==> src/rtl/xfer_sched_pkg.sv <==
// xfer_sched_pkg: shared FSM encoding and sizing constants for fifo_xfer_sched.
package xfer_sched_pkg;
  typedef enum logic [1:0] {IDLE, START, RUN, STOP} state_t;
  localparam int XFER_LEN_W = 8;
  localparam int TIMEOUT_CYC_DEF = 255;
endpackage

==> src/rtl/fifo_xfer_sched_rr_arbiter.sv <==
// rr_arbiter: combinational round-robin pick, searching from last_owner+1 upward.
module rr_arbiter #(
  parameter int N = 2,
  parameter int W = $clog2(N)
) (
  input  logic [N-1:0] req,
  input  logic [W-1:0] last_owner,
  output logic [N-1:0] winner
);
  // Scan from lowest to highest priority so the nearest requester after last_owner overwrites the rest.
  always_comb begin
    winner = '0;
    for (int i = N; i >= 1; i--) begin
      if (((req >> ((int'(last_owner) + i) % N)) & N'(1)) != '0) winner = N'(1) << ((int'(last_owner) + i) % N);
    end
  end
endmodule

==> src/rtl/fifo_xfer_sched.sv <==
// fifo_xfer_sched: round-robin scheduler handing a byte-transfer engine to one requester at a time.
// Define XFER_SCHED_TIMEOUT_EN to add a RUN-state watchdog that aborts transfers whose strobes stall.
module fifo_xfer_sched
  import xfer_sched_pkg::*;
#(
  parameter int NUM_REQ = 2,
  parameter int TIMEOUT_CYC = TIMEOUT_CYC_DEF
) (
  input  logic                             clk,
  input  logic                             reset_n,
  input  logic [NUM_REQ-1:0]               req,
  input  logic [XFER_LEN_W*NUM_REQ-1:0]    req_len,
  output logic [NUM_REQ-1:0]               grant,
  output logic [NUM_REQ-1:0]               done,
  output logic [NUM_REQ-1:0]               abort,
  output logic                             eng_start,
  output logic                             eng_stop,
  output logic [XFER_LEN_W-1:0]            eng_len,
  input  logic                             eng_byte,
  output logic                             busy
);
  localparam int OW = $clog2(NUM_REQ);
  state_t state, state_n;
  logic [OW-1:0] owner, last_owner, win_idx;
  logic [NUM_REQ-1:0] win, owner_oh;
  logic [XFER_LEN_W-1:0] len, cnt, win_len;
  logic cnt_hit, wd_hit, aborting;
  if (NUM_REQ < 2 || NUM_REQ > 4 || TIMEOUT_CYC < 1) begin : g_bad_cfg
    $error("fifo_xfer_sched: NUM_REQ must be 2..4 and TIMEOUT_CYC positive");
  end
  rr_arbiter #(.N(NUM_REQ)) u_arb (
    .req       (req),
    .last_owner(last_owner),
    .winner    (win)
  );
  always_comb begin
    win_idx = '0;
    win_len = '0;
    for (int i = 0; i < NUM_REQ; i++) begin
      win_idx = win[i] ? OW'(i) : win_idx;
      win_len = win[i] ? req_len[XFER_LEN_W*i +: XFER_LEN_W] : win_len;
    end
  end
  assign cnt_hit = cnt == len;
  always_comb begin
    state_n = state;
    case (state)
      IDLE:    state_n = |req ? START : IDLE;
      START:   state_n = len == '0 ? IDLE : RUN;
      RUN:     state_n = (cnt_hit || wd_hit) ? STOP : RUN;
      STOP:    state_n = IDLE;
      default: state_n = IDLE;
    endcase
  end
  // Zero-length grants finish in START, so last_owner advances there as well as in STOP.
  always_ff @(posedge clk) begin
    if (!reset_n) begin
      state      <= IDLE;
      owner      <= '0;
      owner_oh   <= '0;
      last_owner <= OW'(NUM_REQ - 1);
      len        <= '0;
      cnt        <= '0;
    end else begin
      state <= state_n;
      if (state == IDLE && |req) begin
        owner    <= win_idx;
        owner_oh <= win;
        len      <= win_len;
        cnt      <= '0;
      end
      if (state == RUN && eng_byte && !cnt_hit) cnt <= cnt + 1'b1;
      if (state == STOP || (state == START && len == '0)) last_owner <= owner;
    end
  end
`ifdef XFER_SCHED_TIMEOUT_EN
  logic [$clog2(TIMEOUT_CYC+1)-1:0] wd;
  // Expires on the TIMEOUT_CYC-th consecutive strobe-less RUN cycle; a completed count wins.
  assign wd_hit = state == RUN && !eng_byte && !cnt_hit && int'(wd) + 1 >= TIMEOUT_CYC;
  always_ff @(posedge clk) begin
    if (!reset_n) begin
      wd       <= '0;
      aborting <= 1'b0;
    end else begin
      wd       <= (state == RUN && !eng_byte) ? wd + 1'b1 : '0;
      aborting <= state == RUN ? wd_hit : state == STOP && aborting;
    end
  end
  assign abort = state == STOP && aborting ? owner_oh : '0;
`else
  assign wd_hit   = 1'b0;
  assign aborting = 1'b0;
  assign abort    = '0;
`endif
  assign busy      = state != IDLE;
  assign grant     = busy ? owner_oh : '0;
  assign done      = (state == STOP && !aborting) || (state == START && len == '0) ? owner_oh : '0;
  assign eng_start = state == START && len != '0;
  assign eng_stop  = state == STOP;
  assign eng_len   = busy ? len : '0;
endmodule

==> config.mk <==
export PLATFORM = sky130hd
export DESIGN_NAME = fifo_xfer_sched
export DESIGN_NICKNAME = d
export VERILOG_FILES = /design/src/rtl/xfer_sched_pkg.sv /design/src/rtl/fifo_xfer_sched_rr_arbiter.sv /design/src/rtl/fifo_xfer_sched.sv
export SDC_FILE = /design/constraint.sdc
export NUM_CORES = 1
export LEC_CHECK = 0
export ABC_AREA = 1
export CORE_MARGIN = 10
export CORE_UTILIZATION = 48
export CTS_CLUSTER_DIAMETER = 30
export CTS_CLUSTER_SIZE = 12
export DETAILED_ROUTE_END_ITERATION = 10
export PLACE_DENSITY = 0.79
export SLEW_MARGIN = 20
export SYNTH_ARGS = -nofsm -noshare
export SYNTH_HDL_FRONTEND = slang
export SYNTH_SLANG_ARGS = --single-unit
==> constraint.sdc <==
create_clock -name clk -period 1.4 [get_ports clk]
set_clock_uncertainty 0.05 [all_clocks]
set_input_delay 0.28 -clock clk [delete_from_list [all_inputs] [get_ports clk]]
set_output_delay 0.28 -clock clk [all_outputs]
set_load 0.05 [all_outputs]
; ---- Yosys cells after proc, flatten, opt, wreduce, memory -nomap -nowiden
; Index checks and enable logic that the tools add are counted.
; Widths: inputs -> output; s select.
[op_classes]
shift = 4
n_bitwise = 2
reduce_logical = 13
n_eq_ne = 4
mux = 14
addsub = 3
[op_table]
columns = op, n
row1 = $shl 1x32->2 const A, 2
row2 = $shr 2x32->1, 2
row3 = $mux 8, 5
row4 = $mux 2, 5
row5 = $add 8x1->8 const B, 1
row6 = $eq 8x8->1, 1
row7 = $logic_not 8->1, 1
row8 = $pmux 2 s4, 1
row9 = $reduce_bool 8->1, 1
row10 = $logic_and 1x1->1, 5
row11 = $eq 2x2->1 const B, 2
row12 = $reduce_bool 2->1, 2
row13 = $mux 1, 3
row14 = $add 1x1->1 const B, 2
row15 = $and 1x1->1 const A, 2
row16 = $eq 2x1->1 const B, 1
row17 = $logic_not 2->1, 1
row18 = $reduce_or 2->1, 1
row19 = $logic_not 1->1, 1
row20 = $logic_or 1x1->1, 1
[word_totals]
output_inout_bits = 17
elab_cells = 46
in_bits = 21
register_bits = 22

; ---- Depth between registers and ports, before layout
[logic_depth]
ltp_word = 7
ltp_mapped = 9
mapped_depth_nobuf = 9

; ---- By module
; A second synthesis with hierarchy kept.
[hier_totals]
cells_unflattened = 200
hier_area_um2 = 1360.1
[by_module_without_submodules]
columns = mod, area_per_inst_um2, instances, cells_each, seq_area_each_um2
row1 = fifo_xfer_sched, 1340.0, 1, 195, 420.4
row2 = rr_arbiter, 20.0, 1, 5, 0.0

; ---- Worst setup path before layout
; No wires, ideal clock.
[synth_timing]
path_kind = register to output
from = register len[4]
to = output done[0]
path_buffers = 0
stages_incl_launch_ff = 6
setup_slack_ps = -636
required_ps = 1070
arrival_ps = 1706
cell_sequence = dfxtp_1 -> inv_1 -> nand4_1 -> nor2_1 -> nor2_1 -> nor3_1
[synth_via]
elab_chain_cells = 4
[synth_lines]
columns = item, line_no
row1 = from (decl), fifo_xfer_sched.sv:26  ; logic [XFER_LEN_W-1:0] len, cnt, win_len;
row2 = from (signal assigned), fifo_xfer_sched.sv:69  ; len <= win_len;
row3 = $logic_not 8->1, fifo_xfer_sched.sv:97  ; assign done = (state == STOP && !aborting) || (state == START && len == '0) ? owner_oh : '0;
row4 = $logic_and 1x1->1, fifo_xfer_sched.sv:97
row5 = $logic_or 1x1->1, fifo_xfer_sched.sv:97
row6 = $mux 2, fifo_xfer_sched.sv:97
row7 = to (decl), fifo_xfer_sched.sv:14  ; output logic [NUM_REQ-1:0] done,
; No other way between the ends.

; ---- Final worst setup path
[layout_timing]
from = register len[5]
to = output done[1]
; The elaborated chain is that of the path after synthesis.

==> metrics <==
CP Class reg -> out; maximum root-to-sink buffer count 2; mux contribution to synthesized area 0%; effective utilization at floorplan 51.0%; die area 5530 µm²; final std cells w/o fill 320; synth warn 0; post-synthesis share of cell area spent on xor and xnor gates 3.62%; number of global-route vias before repair 1739; number of pins with negative max-slew slack in the final report 0; most frequent cells in the layout buf_4, inv_1, nand2_1; Post-layout nets 312; routed wire length 7530 µm; VDD IR max 1.18 mV; number of buffers created by CTS 3; port bufs 35; gate count after technology mapping 205; pin count of the biggest net entering global routing 28; worst setup slack after layout -0.580 ns; Max Freq 505 MHz; post-place setup slack -0.217 ns; source-to-sink clock delay at the later pin of the worst-skew pair 0.33 ns; # setup viols final 36; DR vias 1995; type of the tightest min-delay check in -> reg; post-place instance area 2110 µm²; placeable core area 2780 µm²; fraction of the mapped netlist area in simple logic gates 33.4%; Vert. Die Dim 74.3 µm; PnR Total Power 2.75 mW; vias per cell 6.23; result of the run finished with violations; Routed wire per std cell 23.5 µm; post-synthesis instance area 1420 µm²; drt first-iter violations 350; combined global-route utilization of all metal layers 18.9%; Remaining DRCs 0; Pwr Density 1040 nW/µm²; CTS tree done; total number of placement rows 19; clock period minus worst slack 1.98 ns; average footprint of a synthesized cell 6.92 µm²; Hold WS 0.428 ns; number of buffers inserted by hold repair at cts 0; clock input transition at the sequential cells of the worst setup and hold paths 0.16 ns; GR Overflow Total 0; fill cell count 79; Setup crit end kind output port; Area growth, synth to finish 86.1%; required arrival time at the worst endpoint 1.07 ns; final hold violation count 0; antenna violations before repair 0; dpl cells 298; Routed Antenna Nets 0; count of H-tree levels built during CTS 1; distinct cell type count after synthesis 32; drt pass-1 iters 7; fraction of the yosys area taken by sequential cells 29.7%; Adder-Cell Fraction of Synth Area 0.883%; Antenna Diode Count 0; Final period util 141%; final weighted congestion of routability-driven global placement 0.840; synthesis-stage register bit count 21; combinational family with the most area after synthesis simple AND/OR/NAND/NOR gates; post-detailed-placement half-perimeter wirelength 3130 µm; post-synthesis compound-gate area fraction 16.6%; arrival time reported for the critical path endpoint 1.65 ns; post-route cell area 2640 µm²; die width 74.3 µm; critical path startpoint category flop; Boundary Pins 38; cell chosen for the clock root clkbuf_4; RSZ-0062 raised after global routing true; maximum capacitance violations 0; maximum fanout along the worst path 2; total clock sinks 21; violations in the final reports setup timing; reported leakage power 1.13 nW; fraction of layout cells with a size suffix above 1 54.3%; first-pass GRT wire length 8360 µm; most common library cell in the layout ignoring fill and taps buf_4
[synthesized netlist by cell type]
cell | instances | area share, %
nand2_1 | 31 | 8.2
nor3_1 | 3 | 1.1
nand3_2 | 8 | 5.6
conb_1 | 1 | 0.26
nand2_8 | 1 | 1.4
buf_6 | 4 | 3.2
nand3b_1 | 1 | 0.53
nand4_1 | 5 | 2.2
nor2_2 | 3 | 1.3
nand3_1 | 17 | 6.0
a21oi_2 | 8 | 4.9
o211ai_1 | 1 | 0.53
buf_1 | 1 | 0.26
inv_1 | 38 | 10
a211oi_1 | 1 | 0.53
dfxtp_1 | 21 | 30
nand2_4 | 1 | 0.79
nand2_2 | 1 | 0.44
nor2_1 | 17 | 4.5
clkbuf_1 | 1 | 0.26
o21ai_0 | 16 | 5.6
xnor2_2 | 1 | 1.1
a21oi_1 | 9 | 3.2
o21ai_1 | 2 | 0.71
nor2_4 | 1 | 0.79
xnor2_1 | 4 | 2.5
o21ai_2 | 1 | 0.62
ha_1 | 1 | 0.88
buf_4 | 3 | 1.6
a31oi_1 | 1 | 0.44
clkinv_1 | 1 | 0.26
and3_1 | 1 | 0.44
[cells by family (layout without fill, tap and decap cells)]
family / after synthesis / after routing
simple gates: 90 / 90
buf+inv: 48 / 131
compound gates: 39 / 39
flops: 21 / 21
xor+xnor: 5 / 5
fa+ha+maj: 1 / 1
other cells: 1 / 2
[what timing repair did]
action,in CTS,in global routing
setup endpoints to repair,23,32
cloned,0,3
setup buffers,7,9
pin swaps,13,10
gates resized for setup,48,48
[critical path, stage by stage (launching register included)]
cell	delay [ns]
dfxtp_2	0.38
inv_2	0.09
nand4_1	0.15
nor2_2	0.18
nor2_2	0.07
nor2_2	0.13
nand2_2	0.10
clkinvlp_4	0.09
buf_12	0.13
[metal layers]
metal	routed length (µm)	GRT usage [%]
met1	2730	21.6
met2	3480	33.7
met3	857	3.86
met4	462	7.11
met5	0	0
[sequential cells by signal (all words and copies together) (netlist names), named ones only]
signal,cells
cnt,8
len,8
last_owner,1
owner,1
owner_oh,1
state,1
[path summary, 6_finish.rpt]
path | from | endpoint | slack, ns | cells after the start
setup reg to reg | flop | len[7] | -0.30 | 9
hold reg to reg | owner_oh[0] | owner_oh[0] | 0.47 | 2
setup / recovery | len[5] | done[1] | -0.58 | 8
hold / removal | req[0] | owner_oh[0] | 0.43 | 5
[final cells by class]
class / count / area [µm²] / area share [%]
clock inverters: 1 / 7.51 / 0.284
multi-input cells: 137 / 1040 / 39.4
inverters: 39 / 153 / 5.78
well taps: 31 / 38.8 / 1.47
flip-flops and latches: 21 / 440 / 16.7
repair buffers: 88 / 937 / 35.5
clock buffers: 3 / 22.5 / 0.853
[per-stage QoR]
| step | util (%) | setup TNS (ns) |
|---|---|---|
| 3_5_place_dp | 75.8 | -2.57 |
| 2_1_floorplan | - | -1.19 |
| 4_1_cts | 84.9 | -2.92 |
| 3_3_place_gp | 75.8 | -2.18 |
| 6_report | 94.9 | -7.25 |
| 5_1_grt | 94.9 | -8.51 |
[power by group]
| part | switching [mW] | internal (mW) | leakage (nW) |
|---|---|---|---|
| Clock | 0.235 | 0.109 | 0.0139 |
| Combinational | 0.943 | 0.740 | 0.936 |
| Sequential | 0.0596 | 0.664 | 0.177 |
| Total | 1.24 | 1.51 | 1.13 |
No activity file was read; power rests on OpenSTA's default activity.
